`config.mk`:
```
export PLATFORM = sky130hd
export DESIGN_NAME = retire_monitor
export DESIGN_NICKNAME = d
export VERILOG_FILES = /design/src/rtl/retire_mon_pkg.sv /design/src/rtl/retire_hist_buf.sv /design/src/rtl/retire_monitor.sv
export SDC_FILE = /design/constraint.sdc
export NUM_CORES = 1
export LEC_CHECK = 0
export BUFFER_PORTS_ARGS = -buffer_cell sky130_fd_sc_hd__buf_2
export CORE_MARGIN = 10
export CORE_UTILIZATION = 45
export CTS_CLUSTER_DIAMETER = 40
export CTS_CLUSTER_SIZE = 40
export DETAILED_ROUTE_END_ITERATION = 12
export PLACE_DENSITY = 0.66
export REMOVE_ABC_BUFFERS = 1
export SYNTH_ARGS = -nofsm -noshare
export SYNTH_HDL_FRONTEND = slang
export SYNTH_SLANG_ARGS = --single-unit
```
`constraint.sdc`:
```
create_clock -name clk -period 9.6 [get_ports clk]
set_input_delay 1.44 -clock clk [delete_from_list [all_inputs] [get_ports clk]]
set_output_delay 1.44 -clock clk [all_outputs]
set_load 0.01 [all_outputs]
```
`src/rtl/retire_mon_pkg.sv`:
```
// rtl/retire_mon_pkg.sv - shared state encoding and lane-acceptance helpers for retire_monitor
package retire_mon_pkg;

  typedef enum logic [1:0] {IDLE, RUN, DONE, HANG} mon_state_t;

  // Helpers work on a fixed maximum lane count; callers zero-extend narrower vectors.
  localparam int MAX_LANES = 8;
  typedef logic [MAX_LANES-1:0] lane_vec_t;

  // Valid lanes up to and including the oldest halting lane.
  function automatic lane_vec_t accept_mask(input lane_vec_t valid, input lane_vec_t halt);
    lane_vec_t m;
    logic      stop;
    m    = '0;
    stop = 1'b0;
    for (int i = 0; i < MAX_LANES; i++) begin
      if (!stop && valid[i]) begin
        m[i] = 1'b1;
        if (halt[i]) stop = 1'b1;
      end
    end
    return m;
  endfunction

  // Number of lanes accept_mask would take.
  function automatic logic [3:0] popcount_upto_halt(input lane_vec_t valid, input lane_vec_t halt);
    lane_vec_t  m;
    logic [3:0] n;
    m = accept_mask(valid, halt);
    n = '0;
    for (int i = 0; i < MAX_LANES; i++) n = n + 4'(m[i]);
    return n;
  endfunction

endpackage

```
`src/rtl/retire_hist_buf.sv`:
```
// rtl/retire_hist_buf.sv - circular history buffer with N masked write lanes and one combinational read port
module retire_hist_buf #(
  parameter int N     = 2,
  parameter int W     = 32,
  parameter int DEPTH = 8
) (
  input  logic                     clk,
  input  logic                     reset,
  input  logic                     clear,
  input  logic                     wr_en,
  input  logic [N-1:0]             wr_mask,
  input  logic [N*W-1:0]           wr_data,
  input  logic [$clog2(DEPTH)-1:0] rd_idx,
  output logic [W-1:0]             rd_data,
  output logic                     rd_valid
);

  localparam int AW = $clog2(DEPTH);

  logic [W-1:0]  mem [DEPTH];
  logic [AW-1:0] wr_ptr;
  logic [AW:0]   count;
  logic [AW-1:0] slot [N];
  logic [AW:0]   n_wr;
  logic [AW+1:0] cnt_sum;

  // Masked lanes pack densely: each lane lands after the masked lanes below it.
  always_comb begin
    n_wr = '0;
    for (int i = 0; i < N; i++) begin
      slot[i] = wr_ptr + n_wr[AW-1:0];
      n_wr    = n_wr + (AW+1)'(wr_mask[i]);
    end
  end

  assign cnt_sum = {1'b0, count} + {1'b0, n_wr};

  // Entry storage; not reset, reads beyond count return stale data.
  always_ff @(posedge clk) begin
    if (wr_en) begin
      for (int i = 0; i < N; i++) begin
        if (wr_mask[i]) mem[slot[i]] <= wr_data[i*W +: W];
      end
    end
  end

  // Write pointer wraps modulo DEPTH; fill count saturates at DEPTH.
  always_ff @(posedge clk) begin
    if (!reset || clear) begin
      wr_ptr <= '0;
      count  <= '0;
    end else if (wr_en) begin
      wr_ptr <= wr_ptr + n_wr[AW-1:0];
      count  <= (cnt_sum > (AW+2)'(DEPTH)) ? (AW+1)'(DEPTH) : cnt_sum[AW:0];
    end
  end

  assign rd_data  = mem[wr_ptr - AW'(1) - rd_idx];
  assign rd_valid = ({1'b0, rd_idx} < count);

endmodule

```
`src/rtl/retire_monitor.sv`:
```
// rtl/retire_monitor.sv - commit-stage monitor (counters, halt/hang detection, PC history); optional checker via RETIRE_MON_PCHK_EN
module retire_monitor
  import retire_mon_pkg::*;
#(
  parameter int RETIRE_W   = 2,
  parameter int PC_W       = 32,
  parameter int HIST_DEPTH = 8,
  parameter int WDOG_W     = 16,
  parameter int CNT_W      = 32
) (
  input  logic                          clk,
  input  logic                          reset,
  input  logic                          arm,
  input  logic                          clear,
  input  logic [WDOG_W-1:0]             cfg_timeout,
  input  logic [RETIRE_W-1:0]           retire_valid,
  input  logic [RETIRE_W*PC_W-1:0]      retire_pc,
  input  logic [RETIRE_W-1:0]           retire_is_halt,
  input  logic [$clog2(HIST_DEPTH)-1:0] hist_rd_idx,
  output logic [PC_W-1:0]               hist_rd_pc,
  output logic                          hist_rd_valid,
  output logic                          running,
  output logic                          done,
  output logic                          hang,
  output logic [CNT_W-1:0]              cycle_count,
  output logic [CNT_W-1:0]              retired_count,
  output logic [PC_W-1:0]               last_pc,
  output logic                          proto_err
);

  mon_state_t          state, state_next;
  lane_vec_t           valid_ext, halt_ext, acc_ext;
  logic [RETIRE_W-1:0] acc;
  logic [3:0]          n_acc;
  logic                halt_acc;
  logic                wdog_expire;
  logic [WDOG_W-1:0]   wdog;
  logic [CNT_W:0]      ret_sum;
  logic [PC_W-1:0]     last_pc_next;
  logic                unused_acc_bits;

  // Lane acceptance: widen to the helper width, keep only the real lanes.
  always_comb begin
    valid_ext                 = '0;
    halt_ext                  = '0;
    valid_ext[RETIRE_W-1:0]   = retire_valid;
    halt_ext[RETIRE_W-1:0]    = retire_is_halt;
    acc_ext                   = accept_mask(valid_ext, halt_ext);
    n_acc                     = popcount_upto_halt(valid_ext, halt_ext);
    acc                       = acc_ext[RETIRE_W-1:0];
    halt_acc                  = |(acc & retire_is_halt);
    last_pc_next              = last_pc;
    for (int i = 0; i < RETIRE_W; i++) begin
      if (acc[i]) last_pc_next = retire_pc[i*PC_W +: PC_W];
    end
  end

  assign unused_acc_bits = ^acc_ext;
  assign ret_sum         = {1'b0, retired_count} + (CNT_W+1)'(n_acc);
  assign wdog_expire     = (cfg_timeout != '0) && (n_acc == '0) && (wdog == cfg_timeout - WDOG_W'(1));

  // State register.
  always_ff @(posedge clk) begin
    if (!reset) state <= IDLE;
    else        state <= state_next;
  end

  // Next state: clear wins; a halt in the timeout cycle means DONE.
  always_comb begin
    state_next = state;
    if (clear) begin
      state_next = IDLE;
    end else begin
      case (state)
        IDLE:    if (arm) state_next = RUN;
        RUN:     if (halt_acc) state_next = DONE;
                 else if (wdog_expire) state_next = HANG;
        default: state_next = state;
      endcase
    end
  end

  // Counters, watchdog and last PC advance only while running; frozen otherwise.
  always_ff @(posedge clk) begin
    if (!reset || clear) begin
      cycle_count   <= '0;
      retired_count <= '0;
      last_pc       <= '0;
      wdog          <= '0;
    end else if (state == RUN) begin
      if (cycle_count != '1) cycle_count <= cycle_count + CNT_W'(1);
      retired_count <= ret_sum[CNT_W] ? '1 : ret_sum[CNT_W-1:0];
      last_pc       <= last_pc_next;
      if (n_acc != '0 || cfg_timeout == '0) wdog <= '0;
      else                                   wdog <= wdog + WDOG_W'(1);
    end
  end

  assign running = (state == RUN);
  assign done    = (state == DONE);
  assign hang    = (state == HANG);

  retire_hist_buf #(
    .N     (RETIRE_W),
    .W     (PC_W),
    .DEPTH (HIST_DEPTH)
  ) u_hist (
    .clk      (clk),
    .reset    (reset),
    .clear    (clear),
    .wr_en    ((state == RUN) && !clear),
    .wr_mask  (acc),
    .wr_data  (retire_pc),
    .rd_idx   (hist_rd_idx),
    .rd_data  (hist_rd_pc),
    .rd_valid (hist_rd_valid)
  );

`ifdef RETIRE_MON_PCHK_EN
  logic proto_hit;
  logic proto_err_q;

  // Gaps in the valid vector while running, or any retire outside RUN.
  assign proto_hit = (state == RUN) ? ((retire_valid & (retire_valid + RETIRE_W'(1))) != '0)
                                    : (retire_valid != '0);

  // Sticky error flag, dropped only by reset or clear.
  always_ff @(posedge clk) begin
    if (!reset || clear)  proto_err_q <= 1'b0;
    else if (proto_hit)   proto_err_q <= 1'b1;
  end

`ifndef SYNTHESIS
  // Report the first occurrence only.
  always_ff @(posedge clk) begin
    if (reset && !clear && proto_hit && !proto_err_q)
      $error("retire_monitor: retire protocol error, state=%0d valid=%b", state, retire_valid);
  end
`endif

  assign proto_err = proto_err_q;
`else
  assign proto_err = 1'b0;
`endif

endmodule

```
Yosys cells after proc, flatten, opt, wreduce, memory -nomap -nowiden
Memories as Yosys holds them, arrays and structs flattened.
Cells that the tools add are included.
Storage, ports and cells
  register bits: 121
  bits in latches: 0
  memory bits (writable): 256
  memory bits (read-only): 0
  input port bits: 91
  memories kept: 1
Memories
  u_hist.mem: words 8, width 32, rd ports 1, clocked after memory_dff 0, write ports 2, line retire_hist_buf.sv:20  | logic [W-1:0] mem [DEPTH];
Cells by class
  add/subtract/negate cells: 10
  $mul: 0
  div/mod/pow operators: 0
  order comparisons: 2
  equal/unequal tests: 7
  shift-type cells: 0
  multiplexer cells: 19
  bitwise operators: 2
  reductions and logical operators: 21
Operator list (count)
  $mux 32: 3
  $add 32x4->33: 1
  $add 32x1->32 const B: 1
  $ne 32x32->1 const B: 1
  $add 16x1->16 const B: 1
  $eq 16x16->1: 1
  $logic_not 16->1: 1
  $mux 16: 1
  $reduce_bool 16->1: 1
  $sub 16x1->16 const B: 1
  $mux 1: 10
  $mux 2: 3
  $add 4x4->5: 1
  $gt 5x4->1 const B: 1
  $eq 2x2->1 const B: 2
  $logic_and 1x1->1: 4
  $logic_not 4->1: 1
  $lt 3x4->1: 1
  $mux 4: 1
  $pmux 2 s2: 1
  $reduce_and 2->1: 2
  $reduce_bool 2->1: 2
  $reduce_bool 4->1: 1
  $reduce_or 2->1: 2
  other kinds (14): 17

Logic depth before layout (Yosys ltp)
  depth after elaboration: 12
  mapped depth: 16
  gate-level depth less buffers: 13

Hierarchy
A second synthesis with hierarchy kept.
Second synthesis, totals
  cell total of the unflattened synthesis: 1674
  area total of the unflattened synthesis: 19511.2 sq um
By module, submodules not included
  retire_hist_buf: instances 1, cells each 992, area each 13693.1 sq um, sequential area each 7827.5 sq um
  retire_monitor: instances 1, cells each 682, area each 5818.1 sq um, sequential area each 2282.2 sq um

Worst setup path before layout
No wires, ideal clock.
  path kind: input to output
  start point: input port hist_rd_idx[0]
  end point: output port hist_rd_pc[0]
  arrival time: 3.692 ns
  data required time: 8.160 ns
  setup slack: 4.468 ns
  cell stages on the path: 9
  buffers on the path: 1
  path through: inv_1 ha_1 inv_1 fa_1 xor2_1 xnor2_1 clkbuf_1 mux4_2 mux2_2
On the way
  longest elaborated chain between the ends: 2
RTL lines
  start, declared: line retire_monitor.sv:19  | input logic [$clog2(HIST_DEPTH)-1:0] hist_rd_idx,
  $sub 3x3->3: line retire_hist_buf.sv:58  | assign rd_data = mem[wr_ptr - AW'(1) - rd_idx];
  $mem_v2 8x32
  end, declared: line retire_monitor.sv:20  | output logic [PC_W-1:0] hist_rd_pc,
Every way passes these cells.

Final worst setup path
  start point: input port hist_rd_idx[0]
  end point: output port hist_rd_pc[31]
Same word-level chain as after synthesis.

==> impl_metrics.tcl <==
set metrics [dict create \
    fin_crit_ps 5660 \
    wl_met2_mm 25.27 \
    nNetsFinal 1769 \
    hp-class "reg2reg" \
    die_x_um 226.3 \
    clock_sinks 377 \
    dp_hpwl_mm 30.45 \
    dr_wl_met3_mm 3.424 \
    gp_congestion 0.8087 \
    r2r-start "state[1]" \
    drive_gt1_frac 0.4316 \
    ios 224 \
    wirelength_mm 51.73 \
    io_buffers 222 \
    final_util 0.5461 \
    core_area_mm2 0.04204 \
    synth_flop_cell "edfxtp_1" \
    routedWlPerCell_um 22.99 \
    end_kind "output port" \
    multiInputGateArea_mm2 0.008712 \
    rr_worst_depth 7 \
    slew_viol_final 0 \
    rows 75 \
    r2r-end "u_hist.mem[2][8]" \
    post-place-cells 2134 \
    fill_cells 3583 \
    synthDistinctLibCells 65 \
    avgSynthCellArea_um2 13.36 \
    via_per_inst 5.746 \
    cts-htree-levels 2 \
    grt_usage 0.1997 \
    fp.dieArea_mm2 0.05120 \
    cp.required_ps 8160 \
    grt_max_degree 65 \
    cts_root_buffer "clkbuf_16" \
    chipHeight_um 226.3 \
    drt-met1-wl_mm 21.83 \
    drc 0 \
    ys_seq_area_frac 0.5279 \
    clockBufferDepth 3 \
    setup_tns_ps 0 \
    antenna_found_initial 4 \
    leakage_nw 8.130 \
    worst_pin_slew_ps 1161 \
    synth.cell_area_mm2 0.01915 \
    irDropWorstVdd_mv 0.1323 \
    regArea_mm2 0.01011 \
    insertion_delay_ps 610 \
    max-cap-violations 0 \
    area_growth_syn_to_layout_pct 19.90 \
    async_flop_share 0 \
    skew_ps 17.71 \
    finalHoldViolCount 0 \
    grt_setup_unrepaired "false" \
    overflow 0 \
    drtIter0Drc 892 \
    drtAntennaViolNets 0 \
    top_layer "met5" \
    cp_max_fo 64 \
    ys_seq_elements 377 \
    cp-endpoint "hist_rd_pc[31]" \
    synthCells 1433 \
    vias 12930 \
    finalCritPeriodShare 0.5896 \
    tritoncts "built" \
    postCtsSetupRepairBufs 0 \
    p_per_area_mw_per_mm2 185.1 \
    finalNonFillerCells 2250 \
    crit_type "in2out" \
    slew-limit-headroom 0.2210 \
    post_cts_resized 0 \
    path_clk_slew_ps 50 \
    setup_viol 0 \
    cts_buffers 61 \
    max_freq_mhz 176.7 \
    drt_pass1_iterations 5 \
    critical_path.startpoint_type "primary input" \
    first_global_vias 13350 \
    yosys_warnings 0 \
    initial_core_util 0.4555 \
    grt_pass1_wl_mm 79.24 \
    cts.hold.buffers_added 0 \
    synth_edf_count 256 \
    arrival_ps 4220 \
    status "finished clean" \
    reg2reg_slack_ps 6220 \
    crit_path_start "hist_rd_idx[0]" \
]
==> cell families (layout without fill, tap and decap cells) <==
family,after synthesis,count (layout),synth area share
AO/OA/AOI/OAI,123,123,0.04182
XOR/XNOR,93,93,0.04254
adder cells (fa/ha/maj),20,20,0.01464
buffers and inverters,108,385,0.02483
flip-flops,377,377,0.5279
multiplexers,386,386,0.2625
other,1,2,0.0001958
AND/OR/NAND/NOR,325,325,0.08559
==> flip-flops by register name, indices dropped and copies added (netlist names) <==
| register | flops |
|---|---|
| u_hist.mem | 256 |
| cycle_count | 32 |
| last_pc | 32 |
| retired_count | 32 |
| wdog | 16 |
| u_hist.count | 4 |
| u_hist.wr_ptr | 3 |
| state | 2 |
==> synthesized netlist by cell type, types with 6 or more instances <==
cell type / instances / share of area
nor4_1: 15 / 0.0049
buf_1: 10 / 0.0020
xnor2_1: 51 / 0.023
nand4_1: 23 / 0.0075
mux2i_1: 33 / 0.017
buf_2: 27 / 0.0071
a21oi_1: 49 / 0.013
edfxtp_1: 256 / 0.40
and3_1: 15 / 0.0049
nand2_1: 50 / 0.0098
dfxtp_1: 121 / 0.13
xor2_1: 42 / 0.019
or3_1: 6 / 0.0020
ha_1: 16 / 0.010
o21ai_0: 15 / 0.0039
nand3_1: 36 / 0.0094
nor3_1: 22 / 0.0057
mux2_2: 289 / 0.17
inv_1: 22 / 0.0043
mux4_2: 64 / 0.075
a211oi_1: 32 / 0.013
nor2_1: 112 / 0.022
clkbuf_1: 40 / 0.0078
==> worst min-delay path by stage <==
stage | startpoint | endpoint | depth (start not counted)
floorplan | u_hist.count[0] | u_hist.count[0] | 2
global placement | last_pc[17] | last_pc[17] | 2
detailed placement | last_pc[17] | last_pc[17] | 2
CTS | last_pc[17] | last_pc[17] | 2
global route | last_pc[17] | last_pc[17] | 2
finish | last_pc[15] | last_pc[15] | 2
==> routing by layer <==
metal,vias to the layer above,global-route usage
li1,5954,-
met2,385,0.3332
met5,-,0
met4,8,0.06449
met1,6494,0.2520
met3,87,0.04599
==> layout make-up <==
type,instances,share of cell area
Tap cell,539,0.02937
Sequential cell,377,0.4403
Clock inverter,45,0.02125
Inverter,24,0.003924
Clock buffer,70,0.06932
Timing Repair Buffer,246,0.05624
Multi-Input combinational cell,948,0.3795
Antenna cell,1,0.0001090
==> layout by cell type, fill, tap and decap left out, types with 24 or more instances in the layout <==
master,n
xor2_1,42
mux2_2,289
mux4_2,64
edfxtp_1,256
a211oi_1,32
buf_2,222
nand2_1,46
a21oi_1,49
xnor2_1,50
buf_4,24
dfxtp_1,121
clkbuf_16,62
nand3_1,36
mux2i_1,33
nor2_1,111
==> metrics by stage <==
step                      power (mW)  area (um^2)  setup slack, ps  hold slack (ps)
after global placement         2.062        20880             3984            481.8
after detailed placement       2.069        20880             3929            488.2
after floorplan                1.961        18760             1886            449.4
final                          4.250        22960             3940            495.0
after CTS                      4.292        22960             3930            495.2
after global routing           4.389        22960             3829            508.5
==> report_power, final <==
part           switching (mW)  leakage (nW)  internal (mW)
clock                   0.805          1.01           1.41
combinational           0.155          3.85          0.137
sequential            0.00356          3.28           1.74
total                   0.963          8.13           3.29
==> critical path, cell delays in order <==
cell,delay [ps]
buf_2,110
inv_1,110
ha_4,130
inv_1,40
fa_2,330
xor2_1,210
xnor2_2,130
buf_4,750
mux4_2,430
mux2_2,310
buf_2,150
(Power assumes the default switching activity.)
